## config.mk

```make
export PLATFORM = sky130hd
export DESIGN_NAME = external_interrupt_controller
export DESIGN_NICKNAME = d
export VERILOG_FILES = /design/src/rtl/external_interrupt_controller_pkg.sv /design/src/rtl/external_interrupt_controller_sync_edge_detect.sv /design/src/rtl/external_interrupt_controller.sv
export SDC_FILE = /design/constraint.sdc
export NUM_CORES = 1
export LEC_CHECK = 0
export CORE_AREA = 2 2 43 45
export DETAILED_ROUTE_END_ITERATION = 10
export DIE_AREA = 0 0 45 47
export DONT_BUFFER_PORTS = 1
export PLACE_DENSITY = 0.71
export REMOVE_ABC_BUFFERS = 1
export SLEW_MARGIN = 15
export SYNTH_ARGS = -nofsm -noshare
export SYNTH_HDL_FRONTEND = slang
export SYNTH_SLANG_ARGS = --single-unit
export TNS_END_PERCENT = 5
```

## constraint.sdc

```tcl
create_clock -name Sys_Clock -period 1.22 [get_ports Sys_Clock]
set_input_delay 0.183 -clock Sys_Clock [delete_from_list [all_inputs] [get_ports Sys_Clock]]
set_output_delay 0.183 -clock Sys_Clock [all_outputs]
set_load 0.01 [all_outputs]
```

## src/rtl/external_interrupt_controller_pkg.sv

```systemverilog
// Shared register map and mode encodings for the external interrupt controller.
package external_interrupt_controller_pkg;

  typedef enum logic [1:0] {
    REG_PEND = 2'd0,
    REG_EN   = 2'd1,
    REG_ACK  = 2'd2,
    REG_MODE = 2'd3
  } eic_reg_e;

  localparam logic MODE_EDGE = 1'b1;

endpackage

```

## src/rtl/external_interrupt_controller_sync_edge_detect.sv

```systemverilog
// Per-pin 2-flop synchroniser plus previous-value flop; registered rising-edge and level outputs.
module sync_edge_detect (
  input  logic Sys_Clock,
  input  logic Sys_Reset,
  input  logic Pin,
  output logic Edge,
  output logic Level
);

  logic s1_q, s2_q, prev_q, edge_q, level_q;
  logic s1_d, s2_d, prev_d, edge_d, level_d;

  always_comb begin
    s1_d    = Pin;
    s2_d    = s1_q;
    prev_d  = s2_q;
    edge_d  = s2_q & ~prev_q;
    level_d = s2_q;
  end

  always_ff @(posedge Sys_Clock or negedge Sys_Reset) begin
    if (!Sys_Reset) begin
      s1_q    <= 1'b0;
      s2_q    <= 1'b0;
      prev_q  <= 1'b0;
      edge_q  <= 1'b0;
      level_q <= 1'b0;
    end else begin
      s1_q    <= s1_d;
      s2_q    <= s2_d;
      prev_q  <= prev_d;
      edge_q  <= edge_d;
      level_q <= level_d;
    end
  end

  assign Edge  = edge_q;
  assign Level = level_q;

endmodule

```

## src/rtl/external_interrupt_controller.sv

```systemverilog
// External interrupt controller: pin sync, pending latch, IO register file, lowest-index arbitration.
module external_interrupt_controller
  import external_interrupt_controller_pkg::*;
#(
  parameter int NUM_SRC = 2,
  parameter int ID_W    = (NUM_SRC > 2) ? $clog2(NUM_SRC) : 1
) (
  input  logic               Sys_Clock,
  input  logic               Sys_Reset,
  input  logic [NUM_SRC-1:0] Irq_Pin,
  input  logic               IO_EnR,
  input  logic               IO_EnW,
  input  logic [1:0]         IO_Addr,
  input  logic [31:0]        IO_DataW,
  output logic [31:0]        IO_DataR,
  output logic               EIC_I_Req,
  output logic [ID_W-1:0]    EIC_I_Id
);

  function automatic logic [ID_W-1:0] lowest_idx(input logic [NUM_SRC-1:0] v);
    lowest_idx = '0;
    for (int i = NUM_SRC - 1; i >= 0; i--)
      if (v[i]) lowest_idx = ID_W'(i);
  endfunction

  logic [NUM_SRC-1:0] edge_v, level_v, pend_set, ack_clr, active;
  logic [NUM_SRC-1:0] en_q, en_d, mode_q, mode_d, pend_q, pend_d;
  logic [31:0]        rdata_q, rdata_d;
  logic               req_q, req_d;
  logic [ID_W-1:0]    id_q, id_d;
  logic               unused_wdata;

  assign unused_wdata = ^IO_DataW;

  for (genvar g = 0; g < NUM_SRC; g++) begin : g_src
    sync_edge_detect u_sync (
      .Sys_Clock (Sys_Clock),
      .Sys_Reset (Sys_Reset),
      .Pin       (Irq_Pin[g]),
      .Edge      (edge_v[g]),
      .Level     (level_v[g])
    );
    assign pend_set[g] = (mode_q[g] == MODE_EDGE) ? edge_v[g] : level_v[g];
  end

  assign active = pend_q & en_q;

  always_comb begin
    en_d    = en_q;
    mode_d  = mode_q;
    ack_clr = '0;
    rdata_d = rdata_q;
    if (IO_EnW) begin
      case (eic_reg_e'(IO_Addr))
        REG_EN:   en_d    = IO_DataW[NUM_SRC-1:0];
        REG_ACK:  ack_clr = IO_DataW[NUM_SRC-1:0];
        REG_MODE: mode_d  = IO_DataW[NUM_SRC-1:0];
        default:  ;
      endcase
    end
    // Set after clear so an edge coinciding with its own ACK is never lost.
    pend_d = (pend_q & ~ack_clr) | pend_set;
    if (IO_EnR) begin
      case (eic_reg_e'(IO_Addr))
        REG_PEND: rdata_d = 32'(pend_q);
        REG_EN:   rdata_d = 32'(en_q);
        REG_ACK:  rdata_d = 32'd0;
        REG_MODE: rdata_d = 32'(mode_q);
        default:  rdata_d = 32'd0;
      endcase
    end
    req_d = |active;
    id_d  = lowest_idx(active);
  end

  always_ff @(posedge Sys_Clock or negedge Sys_Reset) begin
    if (!Sys_Reset) begin
      en_q    <= '0;
      mode_q  <= '0;
      pend_q  <= '0;
      rdata_q <= '0;
      req_q   <= 1'b0;
      id_q    <= '0;
    end else begin
      en_q    <= en_d;
      mode_q  <= mode_d;
      pend_q  <= pend_d;
      rdata_q <= rdata_d;
      req_q   <= req_d;
      id_q    <= id_d;
    end
  end

  assign IO_DataR  = rdata_q;
  assign EIC_I_Req = req_q;
  assign EIC_I_Id  = id_q;

endmodule

```

==> results of run 1 <==
## final cells by class
class	instances	area, µm²
Fill cell	152	775.7
Multi-Input combinational cell	55	330.3
Clock buffer	4	36.28
Sequential cell	18	450.4
Timing Repair Buffer	3	30.03
Tap cell	17	21.27
Inverter	2	7.507
## synthesized netlist by cell type, drive strengths merged
cell type and instances:
nand3b 1, dfrtp 18, nand3 1, a221o 2, nand2 4, mux2i 2
conb 1, mux2 4, buf 31, a21oi 1, nand4b 2, o221ai 2
nand4bb 2, inv 2, nor2b 4
## worst paths after layout
path	endpoint	cells after the start	from	slack (ps)
hold reg to reg	g_src[1].u_sync.level_d$_DFF_PN0_	0	g_src[1].u_sync.s1_q$_DFF_PN0_	360
min in group asynchronous	pend_q[1]$_DFF_PN0_	1	Sys_Reset	410
setup reg to reg	pend_q[1]$_DFF_PN0_	2	g_src[1].u_sync.Level$_DFF_PN0_	330
max in group Sys_Clock	IO_DataR[0]	0	IO_DataR[0]$_DFFE_PN0P_	330
hold / removal	mode_q[0]$_DFFE_PN0P_	1	IO_DataW[0]	30
setup / recovery	g_src[1].u_sync.s1_q$_DFF_PN0_	1	Sys_Reset	320
## sequential cells by signal, indices dropped and copies added (netlist names)
register	count
pend_q	2
g_src.u_sync.level_d	2
mode_q	2
IO_DataR	2
g_src.u_sync.Edge	2
EIC_I_Id	1
g_src.u_sync.s1_q	2
EIC_I_Req	1
g_src.u_sync.Level	2
en_q	2
## logic make-up after synthesis
kind of cell,synth area share (%)
AO/OA/AOI/OAI,4.645
buffers and inverters,26.64
other,0.4094
AND/OR/NAND/NOR,12.02
flip-flops,49.18
multiplexers,7.104
## timing repair
action                    4_1_cts  5_1_grt
setup buffers                   0        0
hold endpoints to repair       20        0
hold buffers                    3        0
## per-layer routing
layer  up-vias  routed length, µm
li1        209                  -
met4         0                  5
met1       218                408
met3         2                106
met5         -                  0
met2        23                603
## power by group
part           internal, µW  total (µW)  switching (µW)
sequential              668         727            59.6
combinational          61.3         147            85.6
clock                   182         348             167
total                   911        1220             312
## cell usage in the layout, fill, tap and decap left out
cell and instances:
dlygate4sd3_1 3, a221o_1 2, nand2_1 4, nand4b_1 2
nand4bb_1 2, nand3_2 1, clkbuf_8 1, conb_1 30
nand3b_4 1, a21oi_1 1, mux2_2 2, clkbuf_4 3
inv_1 2, o221ai_1 2, mux2_1 2, dfrtp_1 18
nor2b_1 4, mux2i_1 2
## metrics by stage
step | instances | power [µW] | cell area [µm²] | hold WS [ps] | util (%)
2_1_floorplan | 75 | 845.5 | 788.3 | -112.6 | -
4_1_cts | 99 | 1247 | 875.8 | 17.14 | 53.03
3_5_place_dp | 92 | 869.5 | 809.5 | -112.2 | 49.02
5_1_grt | 99 | 1306 | 875.8 | 19.88 | 53.03
6_report | 99 | 1222 | 875.8 | 30.37 | 53.03
3_3_place_gp | 92 | 861.1 | 809.5 | -112.2 | 49.02
==> summary.md, run 1 <==
| Metric | Value |
|---|---|
| Status | `finished clean` |
| Peak supply drop | `0.8389 mV` |
| Slew margin rel. | `47.77%` |
| Total number of vias | `452` |
| Synth warnings | `0` |
| Worst hold-check path type | `in -> reg` |
| Clk_lat worst skew | `280 ps` |
| Count of final hold-check violations | `0` |
| GR Layer Usage met1 | `12.17%` |
| RSZ-0062 raised after global routing | `false` |
| Post-cts sizing count | `0` |
| Antenna Cells | `0` |
| Bufs and invs on worst path | `1` |
| DRC Markers | `0` |
| Pre-CTS setup slack | `328.9 ps` |
| DP Wirelength | `875.4 µm` |
| H-tree depth | `1` |
| CTS tree | `done` |
| PnR worst setup slack | `318.1 ps` |
| Worst endpoint required time | `1550 ps` |
| Die Y | `47 µm` |
| Setup_tns | `0 ps` |
| Layout cell share with drive strength beyond 1 | `9.756%` |
| Vias/cell | `4.566` |
| Area grow syn2layout | `-4.372%` |
| Worst-Margin Slew | `780.9 ps` |
| Area leader, netlist | `dfrtp_1` |
| # rows | `15` |
| Leak Pwr | `0.0004328 µW` |
| CP delay by family, top | `buffers and inverters` |
| Root buffer cell | `clkbuf_4` |
| Crit-path max FO | `18` |
| Final net count | `123` |
| First-pass GRT wire length | `1.766 mm` |
| Worst Setup End Kind | `asynchronous set/reset pin` |
| Initial antenna violation count | `0` |
| CTS Buffer Depth | `2` |
| Skew final | `5.170 ps` |
| # setup viols final | `0` |
| Critical path startpoint category | `primary input` |
| Vias in the first global route | `424` |
| Syn Area/Cell | `11.89 µm²` |
| GR Layer Usage met3 | `4.231%` |
| Final Max Tran Viols | `0` |
| Clk pin slew, worst setup/hold paths | `90 ps` |
| Final WL | `1.123 mm` |
| Slowest-stage cell, CP | `dlygate4sd3_1` |
| WL per Instance | `11.34 µm` |
| Netlist Area Pre-Place | `915.9 µm²` |
| Post-route minimum period | `901.9 ps` |
| Overall Global Routing Usage | `12.19%` |
| Achievable Freq | `1109 MHz` |
| Worst EP arrival | `1230 ps` |
| I/O pin total | `74` |
| Mapped Cells | `77` |
| Largest net degree at the start of global routing | `19` |
| Area contributors post-synth | `dfrtp_1, buf_4, nor2b_1` |
| Crit path cell chain | `dlygate4sd3_1` |
| Crit-path max cell delay | `1040 ps` |
| IO buf count | `0` |
| Die width | `45 µm` |
| TritonCTS Buffers | `3` |
| Synthesized flop and latch total | `18` |
| Max-cap violation count | `0` |
| Post-synth cell types | `17` |
| # clock sinks | `18` |
| Final RePlAce weighted congestion | `0.7229` |
| Detailed Route Iter0 Violations | `2` |
| Crit Path Class | `in -> async` |
| Starting Density | `55.45%` |
| Sequential element share of the synthesized area | `49.18%` |
| GRT busiest layer | `met2` |
| Overflow left after global routing | `0` |
| Core area | `1652 µm²` |
| DR pass1 iterations | `4` |
| Grt met2 use | `22.00%` |
| Total die area | `2115 µm²` |
| Tcrit/Tclk final | `73.93%` |
| Area fraction of the dominant cell type after synthesis | `49.18%` |
| Antenna viol nets, final | `0` |
| Power per standard cell area | `1396 nW/µm²` |
Note: power is estimated with default switching activity, not from simulation.
==> run 2, diff against run 1 <==
- clock period: 1.22 -> 0.9 ns (I/O delays scaled with it)
==> run 2 against run 1 <==
Net effect: the flow now finishes with violations (hold timing); setup slack worse by 300 ps; global-route usage is 0.41 points higher; cell area rose by 3.7%; critical endpoint is now pend_q[1]$_DFF_PN0_; critical path type is now reg -> reg; via count is 2.7% higher; final cell count up 3.0%.
==> summary.md, run 2 (same netlist as run 1, synthesis figures left out) <==
| Metric | Value |
|---|---|
| Achievable Freq | `1135 MHz` |
| Total number of vias | `464 (+2.7%)` |
| Worst Setup End Kind | `flop` |
| Die Y | `47 µm (unchanged)` |
| IO buf count | `0 (unchanged)` |
| Detailed Route Iter0 Violations | `1 (-1)` |
| DP Wirelength | `875.4 µm (unchanged)` |
| Final RePlAce weighted congestion | `0.7229 (unchanged)` |
| Crit-path max FO | `2 (-16)` |
| Final Util | `55.00% (+2.0 points)` |
| Pre-CTS setup slack | `8.897 ps (-320.0 ps)` |
| Flop2flop setup slack | `20 ps (-310 ps)` |
| Initial antenna violation count | `0 (unchanged)` |
| TritonCTS Buffers | `3 (unchanged)` |
| Multi-input gate area | `330.3 µm² (unchanged)` |
| I/O pin total | `74 (unchanged)` |
| Layout cell share with drive strength beyond 1 | `9.412% (-0.34 points)` |
| Slowest-stage cell, CP | `dfrtp_1` |
| Worst-Margin Slew | `761.0 ps (-19.87 ps)` |
| Post-CTS Setup Bufs | `0 (unchanged)` |
| Area grow syn2layout | `-0.8197%` |
| Largest net degree at the start of global routing | `19 (unchanged)` |
| Final net count | `126 (+2.4%)` |
| Worst endpoint required time | `1070 ps (-480 ps)` |
| Final Max Tran Viols | `0 (unchanged)` |
| FF-to-FF path depth | `2 (unchanged)` |
| Skew final | `6.641 ps (+1.471 ps)` |
| Crit Path Class | `reg -> reg` |
| Status | `finished with violations` |
| Vias/cell | `4.549 (-0.36%)` |
| Failing checks | `hold timing` |
| Count of final hold-check violations | `18 (+18)` |
| CP delay by family, top | `flip-flops` |
| WHS | `-25.01 ps (-55.38 ps)` |
| Slew margin rel. | `49.27% (+1.5 points)` |
| Overall Global Routing Usage | `12.59% (+0.41 points)` |
| Clk pin slew, worst setup/hold paths | `100 ps (about the same)` |
| RSZ-0062 raised after global routing | `true` |
| Clk_lat worst skew | `280 ps (about the same)` |
| # setup viols final | `0 (unchanged)` |
| Starting Density | `55.45% (unchanged)` |
| # clock sinks | `18 (unchanged)` |
| Overflow left after global routing | `0 (unchanged)` |
| Worst reg2reg endpoint | `pend_q[1]$_DFF_PN0_` |
| WL per Instance | `11.32 µm (-0.18%)` |
| PnR worst setup slack | `18.73 ps (-299.4 ps)` |
| CTS Buffer Depth | `2 (unchanged)` |
| Leading cell type in the layout, fill and taps excluded | `conb_1` |
| Die width | `45 µm (unchanged)` |
| Max-cap violation count | `0 (unchanged)` |
| Worst EP arrival | `1060 ps (-170 ps)` |
| # rows | `15 (unchanged)` |
| Bufs and invs on worst path | `0 (-1)` |
| Peak supply drop | `1.138 mV (+36%)` |
| Crit path cell chain | `nor2b_1 -> a221o_1` |
| Tcrit/Tclk final | `97.92%` |
| Register Area | `450.4 µm² (unchanged)` |
| Antenna viol nets, final | `0 (unchanged)` |
| Antenna Cells | `0 (unchanged)` |
| Filler cells | `148 (-2.6%)` |
| Core area | `1652 µm² (unchanged)` |
| Leak Pwr | `0.0004543 µW (+4.9%)` |
| Critical path startpoint category | `flop` |
| Post-route minimum period | `881.3 ps` |
| H-tree depth | `1 (unchanged)` |
| CTS tree | `done` |
| DR pass1 iterations | `4 (unchanged)` |
| Worst reg2reg startpoint | `g_src[1].u_sync.Level$_DFF_PN0_` |
| Crit-path max cell delay | `380 ps (-660 ps)` |
| Commonest cells after routing, fill and taps aside | `conb_1, dfrtp_1, dlygate4sd3_1, nor2b_1, nand2_1` |
| Power per standard cell area | `1842 nW/µm² (+32%)` |
| First-pass GRT wire length | `1.821 mm (+3.1%)` |
| Root buffer cell | `clkbuf_4` |
| Vias in the first global route | `445 (+5.0%)` |
| Final WL | `1.155 mm (+2.8%)` |
| Worst hold-check path type | `in -> async` |
| Total die area | `2115 µm² (unchanged)` |
| DRC Markers | `0 (unchanged)` |
-- run 2: where the power goes --
| part | switching, µW | total, µW | internal [µW] |
|---|---|---|---|
| Sequential | 80.8 | 986 | 905 |
| Combinational | 119 | 212 | 92.5 |
| Clock | 229 | 475 | 246 |
| Total | 429 | 1670 | 1240 |
-- run 2: stage by stage --
step	power [µW]	cells	hold WS [ps]	setup TNS (ps)	area (µm²)
final	1673	102	-25.01	0	908.4
after global routing	1785	102	38.35	-28.85	908.4
after CTS	1703	102	27.74	0	905.9
after detailed placement	1179	92	-160.2	0	809.5
after global placement	1167	92	-160.2	0	809.5
after floorplan	1146	75	-160.6	0	788.3
-- run 2: worst max-delay path by stage --
stage | cells after the start | to | slack (ps) | from
global placement | 1 | pend_q[0]$_DFF_PN0_ | 40 | mode_q[0]$_DFFE_PN0P_
detailed placement | 2 | pend_q[1]$_DFF_PN0_ | 9 | g_src[1].u_sync.Level$_DFF_PN0_
CTS | 1 | g_src[1].u_sync.s1_q$_DFF_PN0_ | 3 | Sys_Reset
global route | 2 | pend_q[1]$_DFF_PN0_ | -30 | g_src[1].u_sync.Level$_DFF_PN0_
finish | 2 | pend_q[1]$_DFF_PN0_ | 20 | g_src[1].u_sync.Level$_DFF_PN0_
floorplan | 2 | pend_q[1]$_DFF_PN0_ | 70 | g_src[1].u_sync.Level$_DFF_PN0_
-- run 2: worst register-to-register path, stage by stage, from the launching register on --
cell     delay, ps
dfrtp_1        380
nor2b_1        130
a221o_1        270
-- run 2: final cells by class --
| cell class | instances | area share, % |
|---|---|---|
| timing repair buffer | 6 | 6.887 |
| clock buffer | 4 | 3.994 |
| sequential | 18 | 49.59 |
| inverter | 2 | 0.8264 |
| tap | 17 | 2.342 |
| multi-input combinational | 55 | 36.36 |
-- run 2: metal layers --
metal,wire [µm],GRT usage (%)
met1,426,12.41
met2,617,23.14
met3,106,4.231
met4,5,7.059
met5,0,0
-- run 2: repair_timing --
item                                    in CTS  in global routing
gates resized for setup                      0                  1
endpoints found under the hold margin       26                  0
hold buffers                                 6                  0
endpoints found under the setup margin       0                 19
